[src/rtl/mem_port_arbiter.sv]
// mem_port_arbiter: shares one data memory between a CPU and a DMA port with starvation-bounded CPU priority
module mem_port_arbiter #(
   parameter int STARVE_MAX = 4
) (
   input  logic        clk,
   input  logic        reset,
   input  logic        cpu_req,
   input  logic        cpu_we,
   input  logic [31:0] cpu_addr,
   input  logic [31:0] cpu_wdata,
   output logic [31:0] cpu_rdata,
   output logic        cpu_ack,
   output logic        cpu_stall,
   input  logic        dma_req,
   input  logic        dma_we,
   input  logic [31:0] dma_addr,
   input  logic [31:0] dma_wdata,
   output logic [31:0] dma_rdata,
   output logic        dma_ack,
   output logic        dma_stall,
   output logic        mem_rd,
   output logic        mem_wr,
   output logic [31:0] mem_addr,
   output logic [31:0] mem_wdata,
   input  logic [31:0] mem_rdata,
   output logic        owner
);
   typedef enum logic [1:0] {IDLE, ACCESS, ACK} state_t;
   state_t state, state_nx;
   logic we_q;
   logic [3:0] starve_cnt;
   logic any_req, dma_win;
   assign any_req   = cpu_req | dma_req;
   assign dma_win   = dma_req & ~(cpu_req & (starve_cnt < 4'(STARVE_MAX)));
   assign cpu_stall = cpu_req & ~cpu_ack;
   assign dma_stall = dma_req & ~dma_ack;
   // state register
   always_ff @(posedge clk or posedge reset)
      if (reset) state <= IDLE;
      else       state <= state_nx;
   // next state and memory/ack strobes; request inputs are ignored outside IDLE
   always_comb begin
      state_nx = state;
      mem_rd   = 1'b0;
      mem_wr   = 1'b0;
      cpu_ack  = 1'b0;
      dma_ack  = 1'b0;
      case (state)
         IDLE:    state_nx = any_req ? ACCESS : IDLE;
         ACCESS: begin
            state_nx = ACK;
            mem_rd   = ~we_q;
            mem_wr   = we_q;
         end
         ACK: begin
            state_nx = IDLE;
            cpu_ack  = ~owner;
            dma_ack  = owner;
         end
         default: state_nx = IDLE;
      endcase
   end
   // latch the winner's request at grant so a dropped request still completes unchanged
   always_ff @(posedge clk or posedge reset)
      if (reset) begin
         owner      <= 1'b0;
         we_q       <= 1'b0;
         mem_addr   <= '0;
         mem_wdata  <= '0;
         starve_cnt <= '0;
         cpu_rdata  <= '0;
         dma_rdata  <= '0;
      end else begin
         if (state == IDLE && any_req) begin
            owner     <= dma_win;
            we_q      <= dma_win ? dma_we : cpu_we;
            mem_addr  <= dma_win ? dma_addr : cpu_addr;
            mem_wdata <= dma_win ? dma_wdata : cpu_wdata;
            if (dma_win)
               starve_cnt <= '0;
            else if (dma_req && starve_cnt < 4'(STARVE_MAX))
               starve_cnt <= starve_cnt + 4'd1;
         end
         if (state == ACCESS && !we_q) begin
            if (owner) dma_rdata <= mem_rdata;
            else       cpu_rdata <= mem_rdata;
         end
      end
endmodule

[config.mk]
export PLATFORM = sky130hd
export DESIGN_NAME = mem_port_arbiter
export DESIGN_NICKNAME = d
export VERILOG_FILES = /design/src/rtl/mem_port_arbiter.sv
export SDC_FILE = /design/constraint.sdc
export NUM_CORES = 1
export LEC_CHECK = 0
export ABC_AREA = 1
export CAP_MARGIN = 20
export CELL_PAD_IN_SITES_DETAIL_PLACEMENT = 0
export CELL_PAD_IN_SITES_GLOBAL_PLACEMENT = 1
export CORE_MARGIN = 4
export CORE_UTILIZATION = 30
export DETAILED_ROUTE_END_ITERATION = 8
export PLACE_DENSITY = 0.81
export SLEW_MARGIN = 5
export SYNTH_ARGS = -nofsm -noshare
export SYNTH_HDL_FRONTEND = slang
export SYNTH_SLANG_ARGS = --single-unit
[constraint.sdc]
create_clock -name clk -period 5.7 [get_ports clk]
set_input_delay 1.14 -clock clk [delete_from_list [all_inputs] [get_ports clk]]
set_output_delay 1.14 -clock clk [all_outputs]
set_load 0.01 [all_outputs]
==> results.py <==
metrics = {
    "route": {
        "wirelength_um": 20500,
        "drtPass1Iterations": 4,
        "drc": 0,
        "wl_per_cell_um": 14.6,
        "dr_total_vias": 6162,
        "ant_nets": 0,
        "avgViaCountPerCell": 4.38,
        "dr.first_iter.drc_count": 305,
    },
    "place": {
        "globalplace.congestion": 0.796,
        "dp_hpwl_um": 14400,
        "port-buffer-count": 300,
    },
    "clock_network": {
        "insertion_delay_ns": 0.42,
        "root_buffer": "clkbuf_16",
        "clk_pin_slew_ns": 0.06,
        "cts_repair_resize_count": 0,
        "cts_tree": "done",
        "postCtsHoldBufs": 0,
        "h-tree-depth": 4,
        "cts_buffers": 17,
        "cts_max_path_buffers": 2,
        "postCtsSetupRepairBufs": 0,
        "clock_sinks": 136,
    },
    "final_layout": {
        "final_util": 0.477,
        "drive_above_1_share": 0.124,
        "nNetsFinal": 1282,
        "seqCellArea_um2": 3400,
        "multi_input_area_um2": 2420,
        "fillers": 2155,
        "diodes": 0,
        "area_growth_pct": 54.9,
    },
    "grt": {
        "antenna_found_initial": 0,
        "track_usage": 0.159,
        "globalRouteOverflowTotal": 0,
        "grt_pass1_wl_um": 31700,
        "grt_pass1_vias": 5878,
        "grt_max_degree": 108,
    },
    "yosys": {
        "synth_edf_count": 0,
        "async_flop_share": 1.00,
        "yosysMostFrequentCell": "nand2_1",
        "synthFlopType": "dfrtp_1",
        "synth_cell_type_count": 18,
        "synth_common_cells": "nand2_1 (240), inv_1 (171), dfrtp_1 (136)",
        "yosysWarnings": 0,
        "synth-simple-area-share": 0.265,
        "synth_cells": 837,
        "synth_top_area_share": 0.500,
        "synthAdderAreaFrac": 0.00184,
        "synth_top_family_by_area": "simple AND/OR/NAND/NOR gates",
        "synth_area_um2": 6800,
        "synth_top_cell_by_area": "dfrtp_1",
        "synth_compound_area_frac": 0.0873,
        "ys_seq_area_frac": 0.500,
        "synth_area_leaders": "dfrtp_1 (50%), nand2_1 (13%), nand3_1 (9.6%), inv_1 (9.4%), o21ai_2 (8.4%)",
        "synthXorXnorAreaFrac": 0,
        "syn-num-nets": 1004,
        "syn_avg_cell_area_um2": 8.13,
        "synth-seq-cells": 136,
        "synth.area.mux_share": 0,
    },
    "timing": {
        "setup_viol": 0,
        "slew_headroom": 0.345,
        "period_share": 0.629,
        "slew_violations": 0,
        "rsz0062_at_grt": "no",
        "min_period_ns": 3.58,
        "worst_slew_pin_slew_ns": 0.982,
        "fin_tns_setup_ns": 0,
        "final_hold_viol_count": 0,
        "fmax_mhz": 279,
        "skew_ns": 0.00971,
    },
    "worst_setup_path": {
        "startpoint_type": "primary input",
        "critPathMaxFanout": 3,
        "arrival_ns": 2.44,
        "critPathKind": "primary input to primary output",
        "r2r_cells": 7,
        "end_kind": "primary output",
        "cp.required_ns": 4.56,
        "r2r_slack_ns": 3.25,
    },
    "power_and_ir_drop": {
        "peakVddDrop_mv": 0.215,
        "pwr-share-comb": 0.469,
        "seqPwrFrac": 0.315,
        "p_clk_frac": 0.216,
        "leakagePower_nw": 5.35,
        "p_int_mw": 3.50,
        "power_switching_share": 0.368,
        "power_density_nw_per_um2": 525,
        "power.switching_mw": 2.03,
    },
    "floorplanning": {
        "die_y_um": 159,
        "start_util": 0.308,
        "die_x_um": 159,
        "fp.coreArea_um2": 22100,
        "die-area_um2": 25200,
        "io_pins": 301,
        "num_rows": 54,
    },
    "hold_path": {
        "hold_path_depth": 2,
        "hold_path_class": "flop to flop",
    },
    "run": {
        "drv_cap": 0,
    },
    "status": {
        "outcome": "complete, no violations",
    },
}
## kinds of logic (layout without fill, tap and decap cells)
logic type               count (synthesis)  count (layout)
adder cells (fa/ha/maj)                  1               1
AO/OA/AOI/OAI                           70              70
AND/OR/NAND/NOR                        410             410
flip-flops                             136             136
buffers and inverters                  220             511
## routing by layer
metal | wire length, µm | vias up | track usage
li1 | - | 3093 | -
met4 | 329 | 0 | 0.0451
met5 | 0 | - | 0
met3 | 1650 | 24 | 0.0492
met1 | 8770 | 2843 | 0.210
met2 | 9770 | 202 | 0.254
## worst paths after layout
check                                 to     startpoint
min                        mem_wdata[27]  mem_wdata[27]
min in group asynchronous  mem_wdata[19]          reset
max reg2reg                 mem_addr[25]       state[1]
min reg2reg                mem_wdata[27]  mem_wdata[27]
max                            cpu_stall        cpu_req
max in group asynchronous       state[1]          reset
## critical path, stage by stage
cell and delay, ns:
clkdlybuf4s50_1 0.59, o21ai_0 0.12, inv_1 0.07, clkdlybuf4s50_1 0.53
## registers in the layout, indices dropped and copies added (netlist names)
signal      flops
cpu_rdata      32
mem_addr       32
owner           1
mem_wdata      32
we_q            1
starve_cnt      4
state           2
dma_rdata      32
## power by group through the flow
stage / sequential [mW] / combinational [mW] / clock [mW]
floorplan: 1.95 / 1.15 / 0
global placement: 1.75 / 2.62 / 0
detailed placement: 1.75 / 2.65 / 0
CTS: 1.75 / 2.65 / 1.23
global route: 1.81 / 2.86 / 1.28
finish: 1.74 / 2.60 / 1.20
## cell type report
cell class              count  area share
clock inverters            15      0.0205
clock buffers              17      0.0404
multi-input cells         481       0.230
inverters                 172      0.0617
repair buffers            307       0.291
well taps                 280      0.0332
flip-flops and latches    136       0.323
## through the flow
step / power, mW / cell area, µm² / instances / hold slack (ns) / setup WS (ns)
after floorplan: 3.09 / 6800 / 837 / 0.453 / 0.921
after global placement: 4.37 / 9870 / 1375 / 0.461 / 2.07
after detailed placement: 4.40 / 9870 / 1375 / 0.465 / 2.01
after CTS: 5.63 / 10500 / 1407 / 0.480 / 2.11
after global routing: 5.94 / 10500 / 1408 / 0.496 / 2.09
final: 5.54 / 10500 / 1408 / 0.475 / 2.12
## placed cells by master (no fill, tap or decap)
master           instances
nand2_2                 30
nand2_1                238
nand2_4                  2
dfrtp_1                136
inv_6                    4
nor3b_1                  1
o21ai_2                 64
clkbuf_16               17
inv_2                    1
nor3_4                   1
clkinv_2                 1
buf_16                   1
buf_4                    6
inv_1                  170
clkinvlp_4               1
ha_1                     1
inv_8                    2
bufinv_16                4
clkdlybuf4s50_1        299
clkinv_4                 4
nand3_1                131
nor2_1                   7
buf_2                    1
o21ai_0                  5
o21ai_4                  1
Power figures use the tool's default switching activity.
